`src/rtl/uart_fifo_pkg.sv`:
```
// Shared sizing and read-FSM state encoding for the UART TX byte FIFO.
package uart_fifo_pkg;

    localparam int DATA_W = 8;
    localparam int ADDR_W = 8;
    localparam int DEPTH  = 2 ** ADDR_W;

    typedef logic [4:0] rd_state_t;

    localparam rd_state_t IDLE    = 5'b00001;
    localparam rd_state_t LOAD    = 5'b00010;
    localparam rd_state_t START   = 5'b00100;
    localparam rd_state_t WAIT_HI = 5'b01000;
    localparam rd_state_t WAIT_LO = 5'b10000;

endpackage

```
`src/rtl/fifo_ram_256x8.sv`:
```
// Simple dual-port storage: synchronous write, registered read with one cycle of latency.
module fifo_ram_256x8
    import uart_fifo_pkg::*;
(
    input  logic              clk_i,
    input  logic              we_i,
    input  logic [ADDR_W-1:0] waddr_i,
    input  logic [DATA_W-1:0] wdata_i,
    input  logic              re_i,
    input  logic [ADDR_W-1:0] raddr_i,
    output logic [DATA_W-1:0] rdata_o
);

    logic [DATA_W-1:0] mem_q [DEPTH];
    logic [DATA_W-1:0] rdata_q;

    // A read and write to the same slot in one cycle returns the old contents.
    always_ff @(posedge clk_i) begin
        if (we_i) begin
            mem_q[waddr_i] <= wdata_i;
        end
        if (re_i) begin
            rdata_q <= mem_q[raddr_i];
        end
    end

    assign rdata_o = rdata_q;

endmodule

```
`src/rtl/uart_tx_fifo_256x8.sv`:
```
// 256-byte buffer between the byte generator and the UART transmitter.
// State | meaning: IDLE wait for data/issue read; LOAD latch byte, pulse start;
// START drop start; WAIT_HI wait for UART busy; WAIT_LO wait for UART to finish.
module uart_tx_fifo_256x8
    import uart_fifo_pkg::*;
#(
    parameter int AF_MARGIN = 4
)
(
    input  logic              sys_clk,
    input  logic              sys_rst,
    input  logic              wr_en,
    input  logic [DATA_W-1:0] wr_data,
    output logic              en_send,
    input  logic              uart_tx_busy,
    output logic              tx_start,
    output logic [DATA_W-1:0] tx_data,
    output logic [ADDR_W:0]   count,
    output logic              full,
    output logic              empty,
    output logic              overflow
);

    localparam logic [ADDR_W:0] FULL_LVL = (ADDR_W + 1)'(DEPTH);
    localparam logic [ADDR_W:0] AF_LVL   = (ADDR_W + 1)'(DEPTH - AF_MARGIN);

    logic              wr_en_q;
    logic              wr_stb;
    logic              wr_acc;
    logic              rd_issue;
    logic [ADDR_W-1:0] wr_ptr_q;
    logic [ADDR_W-1:0] rd_ptr_q;
    logic [ADDR_W:0]   count_q;
    logic [ADDR_W:0]   count_d;
    logic              overflow_q;
    logic              en_send_q;
    rd_state_t         state_q;
    rd_state_t         state_d;
    logic              tx_start_q;
    logic              tx_start_d;
    logic [DATA_W-1:0] tx_data_q;
    logic [DATA_W-1:0] tx_data_d;
    logic [DATA_W-1:0] ram_rdata;

    assign full     = (count_q == FULL_LVL);
    assign empty    = (count_q == '0);
    assign wr_stb   = wr_en & ~wr_en_q;
    assign rd_issue = (state_q == IDLE) & ~empty;
    // A read issued in the same cycle frees a slot, so a write at full still lands.
    assign wr_acc   = wr_stb & (~full | rd_issue);

    always_comb begin
        count_d = count_q;
        case ({wr_acc, rd_issue})
            2'b10:   count_d = count_q + 1'b1;
            2'b01:   count_d = count_q - 1'b1;
            default: count_d = count_q;
        endcase
    end

    always_ff @(posedge sys_clk or posedge sys_rst) begin
        if (sys_rst) begin
            wr_en_q    <= 1'b0;
            wr_ptr_q   <= '0;
            rd_ptr_q   <= '0;
            count_q    <= '0;
            overflow_q <= 1'b0;
            en_send_q  <= 1'b0;
        end else begin
            wr_en_q   <= wr_en;
            count_q   <= count_d;
            en_send_q <= (count_d < AF_LVL);
            if (wr_acc) begin
                wr_ptr_q <= wr_ptr_q + 1'b1;
            end
            if (rd_issue) begin
                rd_ptr_q <= rd_ptr_q + 1'b1;
            end
            if (wr_stb & ~wr_acc) begin
                overflow_q <= 1'b1;
            end
        end
    end

    fifo_ram_256x8 u_ram (
        .clk_i   (sys_clk),
        .we_i    (wr_acc),
        .waddr_i (wr_ptr_q),
        .wdata_i (wr_data),
        .re_i    (rd_issue),
        .raddr_i (rd_ptr_q),
        .rdata_o (ram_rdata)
    );

    always_ff @(posedge sys_clk or posedge sys_rst) begin
        if (sys_rst) begin
            state_q    <= IDLE;
            tx_start_q <= 1'b0;
            tx_data_q  <= '0;
        end else begin
            state_q    <= state_d;
            tx_start_q <= tx_start_d;
            tx_data_q  <= tx_data_d;
        end
    end

    always_comb begin
        state_d = state_q;
        case (state_q)
            IDLE:    if (!empty) state_d = LOAD;
            LOAD:    state_d = START;
            START:   state_d = WAIT_HI;
            WAIT_HI: if (uart_tx_busy) state_d = WAIT_LO;
            WAIT_LO: if (!uart_tx_busy) state_d = IDLE;
            default: state_d = IDLE;
        endcase
    end

    always_comb begin
        tx_start_d = (state_q == LOAD);
        tx_data_d  = (state_q == LOAD) ? ram_rdata : tx_data_q;
    end

    assign tx_start = tx_start_q;
    assign tx_data  = tx_data_q;
    assign en_send  = en_send_q;
    assign count    = count_q;
    assign overflow = overflow_q;

endmodule

```
`config.mk`:
```
export PLATFORM = sky130hd
export DESIGN_NAME = uart_tx_fifo_256x8
export DESIGN_NICKNAME = d
export VERILOG_FILES = /design/src/rtl/uart_fifo_pkg.sv /design/src/rtl/fifo_ram_256x8.sv /design/src/rtl/uart_tx_fifo_256x8.sv
export SDC_FILE = /design/constraint.sdc
export NUM_CORES = 2
export LEC_CHECK = 0
export ABC_AREA = 1
export BUFFER_PORTS_ARGS = -buffer_cell sky130_fd_sc_hd__buf_4
export CORE_MARGIN = 8
export CORE_UTILIZATION = 60
export CTS_CLUSTER_SIZE = 10
export DETAILED_ROUTE_END_ITERATION = 7
export PLACE_DENSITY = 0.72
export SLEW_MARGIN = 20
export SYNTH_ARGS = -nofsm -noshare
export SYNTH_HDL_FRONTEND = slang
export SYNTH_SLANG_ARGS = --single-unit
```
`constraint.sdc`:
```
create_clock -name sys_clk -period 3.3 [get_ports sys_clk]
set_input_delay 0.165 -clock sys_clk [delete_from_list [all_inputs] [get_ports sys_clk]]
set_output_delay 0.165 -clock sys_clk [all_outputs]
set_load 0.1 [all_outputs]
```
After elaboration in Yosys (flattened, before gate mapping). Memories as Yosys holds them, arrays and structs flattened. A register that Yosys moved wholly into a read port is not among the register bits. Index checks and enable logic that the tools add are counted.

Register bits after elaboration: 42. Bits in writable memories: 2048. Output and inout port bits: 22. Logic and storage cells: 44. Memories kept: 1.

Memories: u_ram.mem_q (depth 256, width 8, rd ports 1, clocked after Yosys merged registers in 1, wr ports 1, RTL line fifo_ram_256x8.sv:14) `logic [DATA_W-1:0] mem_q [DEPTH];`.

Add/sub/neg operators: 4. $lt $le $gt $ge: 1. Equality and inequality tests: 11. Muxes and demuxes: 7. Bitwise gates (word level): 9. Reductions and logical operators: 2.

Operator list (number): 5-bit one-hot mux with 5 select lines (1); 9-bit one-hot mux with 2 select lines (1); 8-bit by 1-bit adder with 8-bit output, second input constant (2); 5-bit two-way mux (3); 9-bit by 1-bit adder with 9-bit output, second input constant (1); 9-bit == test, second input constant (1); 9-bit zero test (1); 9-bit by 8-bit less-than comparator with 1-bit output, second input constant (1); 9-bit by 1-bit subtractor with 9-bit output, second input constant (1); 2-bit inequality test, second input constant (3); 5-bit by 1-bit == test with 1-bit output, second input constant (1); 5-bit by 2-bit == test with 1-bit output, second input constant (1); 5-bit by 3-bit == test with 1-bit output, second input constant (1); 5-bit by 4-bit == test with 1-bit output, second input constant (1); 5-bit == test, second input constant (1); 1-bit bitwise AND (4); 1-bit NOT (4); 3-bit AND reduction (1); 2-bit by 1-bit == test with 1-bit output, second input constant (1); 2-bit == test, second input constant (1); 1-bit two-way mux (2); 1-bit OR (1).

Logic depth before layout (Yosys ltp).
Word-level depth: 8. Depth in mapped cells: 19. Gate-level depth less buffers: 19.

Hierarchy. Synthesis repeated with hierarchy kept, for this count alone.

Cells, all modules: 7259. Area, all modules: 85754.7 sq um.

Modules (own cells, without submodules): fifo_ram_256x8 (times used 1, cells an instance 7003, area an instance 83476.3 sq um, seq. area each 61739.2 sq um); uart_tx_fifo_256x8 (times used 1, cells an instance 256, area an instance 2278.4 sq um, seq. area each 1052.3 sq um).

Worst setup path before layout. No wires, ideal clock.

Kind: reg-to-reg. From: register count_q[7], in the netlist count[7]. To: register en_send_q, in the netlist en_send. Setup time: 0.122 ns. Arrival time: 2.966 ns. Slack: 0.213 ns. Stages on the path, launching flop included: 18. Period minus slack after synthesis: 3.087 ns. Cells stage by stage: dfrtp_1 nor2_1 nand2_1 nor2_2 nand2_1 nand3_1 inv_1 ha_1 nand2_1 or2_2 nand3_1 nand2_1 nand2_1 nand2_1 nand2_1 nand2_1 nor2_1 a21oi_1.

Longest elaborated chain between the ends: 8.

Ends and longest elaborated chain: from (decl) (RTL line uart_tx_fifo_256x8.sv:33) `logic [ADDR_W:0] count_q;`; from (signal assigned) (RTL line uart_tx_fifo_256x8.sv:71) `count_q <= count_d;`; 9-bit zero test (RTL line uart_tx_fifo_256x8.sv:46) `assign empty = (count_q == '0);`; 1-bit NOT (RTL line uart_tx_fifo_256x8.sv:48) `assign rd_issue = (state_q == IDLE) & ~empty;`; 1-bit bitwise AND (RTL line uart_tx_fifo_256x8.sv:48); 1-bit OR (RTL line uart_tx_fifo_256x8.sv:50) `assign wr_acc = wr_stb & (~full | rd_issue);`; 1-bit bitwise AND (RTL line uart_tx_fifo_256x8.sv:50); 2-bit by 1-bit == test with 1-bit output / 2-bit == test (equally long branches) (RTL line uart_tx_fifo_256x8.sv:54) `case ({wr_acc, rd_issue})`; 9-bit one-hot mux with 2 select lines (*) (RTL line uart_tx_fifo_256x8.sv:54); net count_d[5] (RTL line uart_tx_fifo_256x8.sv:34) `logic [ADDR_W:0] count_d;`; 9-bit by 8-bit less-than comparator with 1-bit output (*) (RTL line uart_tx_fifo_256x8.sv:72) `en_send_q <= (count_d < AF_LVL);`; to (signal assigned) (RTL line uart_tx_fifo_256x8.sv:72); to (decl) (RTL line uart_tx_fifo_256x8.sv:36) `logic en_send_q;`.

The timed path passes the listed nets; every way through them passes the cells marked *. A chain may end at the register's enable or synchronous reset.

==> results.yml <==
run_status:
  outcome: "finished clean"
yosys:
  ys_ff_latch: 2098
  synth_nets: 7468
  yosysSeqAreaShare_pct: 72.8
  ys_warn_count: 0
  yosysTopAreaCell: "edfxtp_1"
  synth_cells: 7443
  synth_top_area_share_pct: 71.6
  postSynthAreaPerCell_sq_um: 11.6
  yosys-top-cells-area: "edfxtp_1 (72%), nor2_1 (8.1%), nand2_1 (4.9%)"
  ys_types: 34
  netlist_area_sq_mm: 0.0862
final_layout:
  design_area_sq_mm: 0.0972
  syn_to_final_growth_pct: 12.7
  diodes: 0
  drive_gt1_share_pct: 10.1
  nets: 7719
pwr:
  pwr-share-clk_pct: 27.3
  switching_share_pct: 38.1
  p_comb_share_pct: 35.8
  power_frac_seq_pct: 36.9
  p_leak_uw: 0.0343
  p_per_area_mw_per_mm2: 838
  p_int_uw: 50500
  switchingPower_uw: 31000
  irDropWorstVdd_uv: 526
worst_setup_path:
  critPathCaptureType: "register"
  cp.arrival_ps: 3700
  crit_fanout: 50
  reg2reg_depth: 15
  crit_path_start_kind: "register"
  critPathRequiredTime_ps: 4020
  critPathKind: "reg2reg"
cts:
  numCtsBuffers: 229
  clkLatencyLatePin_ps: 850
  cts_tree: "done"
  clock_path_buffers: 3
  path_clk_slew_ps: 60
  htreeDepth: 4
  cts_num_sinks: 2098
  root_buffer: "clkbuf_16"
detailed_routing:
  vias: 58734
  drc_errors: 0
  post_drt_wl_per_cell_um: 23.9
  dr.pass1.iters: 6
  drt_iter0_markers: 8219
  totalWireLength_mm: 231
  antenna_left: 0
  drt-vias-per-instance: 6.08
timing:
  tightest_slew_ps: 1020
  finalCriticalPeriod_ps: 2990
  fmax_mhz: 335
  maxSlewViolCount: 0
  finalHoldViolCount: 0
  finClkSkew_ps: 45.5
  setup-violations-final: 0
  rsz0062_at_grt: "no"
  period_share_pct: 90.6
  max_slew_margin_pct: 31.5
  setup_tns_ps: 0
floorplanning:
  dieArea_sq_mm: 0.156
  die_w_um: 395
  die_h_um: 395
  pin_count: 34
  core_sq_mm: 0.143
  rows: 139
  initial_core_util_pct: 60.2
placed_design:
  place_area_sq_mm: 0.0908
  portBuffers: 33
  gp_congestion: 0.914
  post-dp-hpwl_mm: 135
grt:
  grt_pass1_wl_mm: 346
  grt_max_degree: 132
  grt_pass1_vias: 56819
  grt_antenna_before_repair: 3
  grtUsageTotal_pct: 28.9
  grt-ovfl-total: 0
job:
  maxCapViolCount: 0
worst_hold_path:
  hp-class: "in2async"
[metrics by stage]
step	worst slack, ps	instances	power, uW	hold slack [ps]	util (%)
2_1_floorplan	213	7443	49000	196	-
3_3_place_gp	397	9354	58700	285	63.5
3_5_place_dp	377	9354	59100	289	63.5
4_1_cts	356	9664	81300	106	67.9
5_1_grt	83.4	9664	85000	77.0	67.9
6_report	312	9664	81500	13.0	67.9
[placed cells by master (no fill, tap or decap), drive strengths merged, types with 2 or more instances in the layout]
cell type	count
buf	479
nand2	1126
or2	24
ha	12
clkbuf	281
nand4	18
edfxtp	2056
xor2	14
inv	148
nand3	570
o21ai	822
nor2	1856
dlygate4sd3	12
clkinv	15
nor3	8
a21oi	139
dfrtp	41
xnor2	2
o211ai	132
[power by group through the flow]
stage | clock network [uW] | registers (uW) | logic, uW
after global routing | 23400 | 30100 | 31600
after floorplan | 0 | 31200 | 17800
after global placement | 0 | 30600 | 28100
after detailed placement | 0 | 30600 | 28600
final | 22200 | 30100 | 29200
after CTS | 22400 | 30100 | 28800
[registers in the layout, summed over array words and instances (netlist names)]
name and count:
count 9, rd_ptr_q 8, wr_en_q 1, u_ram.rdata_o 8, tx_data 8, state_q 5
overflow 1, wr_ptr_q 8, tx_start 1, u_ram.mem_q 2048, en_send 1
[kinds of logic after synthesis]
family	share of synthesized area (%)
buffers and inverters	3.36
and+or+nand+nor	16.7
DFF	72.8
xor gates and xnor gates	0.163
AOI/OAI and AO/OA	6.74
adders and majority gates	0.197
[timing repair]
action | CTS | global route
gates resized for setup | 0 | 0
setup buffers | 0 | 0
endpoints found under the hold margin | 618 | 0
hold buffers | 12 | 0
[cell usage after synthesis (all sizes together)]
cell type / number
nor2: 1856
buf: 275
edfxtp: 2056
clkbuf: 196
o21a: 1
o21ai: 822
a21oi: 139
dfrtp: 41
xor2: 14
nor4: 1
nand3: 570
nand2: 1126
fa: 1
xnor2: 2
o21bai: 1
o211ai: 132
inv: 142
or2: 24
clkinv: 5
nor3: 8
dfstp: 1
ha: 12
nand4: 18
[layer usage]
metal	vias to the layer above	share of wire (%)	GRT usage [%]
met5	-	0	0
met4	0	4.5	12.5
met3	500	11	5.82
met2	3523	46	44.8
met1	28357	38	40.1
li1	26354	-	-
[worst paths after layout]
check | end | slack [ps] | from
min reg2reg | tx_data[6] | 480 | tx_data[6]
max reg2reg | u_ram.rdata_o[2] | 310 | rd_ptr_q[0]
max in group asynchronous | rd_ptr_q[1] | 2700 | sys_rst
min | count[4] | 10 | sys_rst
min in group sys_clk | state_q[3] | 160 | uart_tx_busy
max | u_ram.rdata_o[2] | 310 | rd_ptr_q[0]
[area by class of cell]
type | instances | area, sq um
Inverter | 147 | 578
Timing Repair Buffer | 491 | 4630
Clock inverter | 17 | 235
Clock buffer | 281 | 5990
Fill cell | 10031 | 45900
Multi-Input combinational cell | 4727 | 20600
Sequential cell | 2098 | 62800
Tap cell | 1903 | 2380
[critical path: stages, from the launching register on]
cell and delay [ps]:
dfrtp_4 580, inv_8 450, buf_12 310, buf_4 240, nor2_1 60, nor2_1 100, o21ai_0 130, nand2_1 110
nand2_1 50, nand2_1 90, nor2_1 70, nand2_1 190, nand3_1 140, nand3_1 100, nand3_1 90, nand2_1 70
Note: power is estimated with default switching activity, not from simulation.
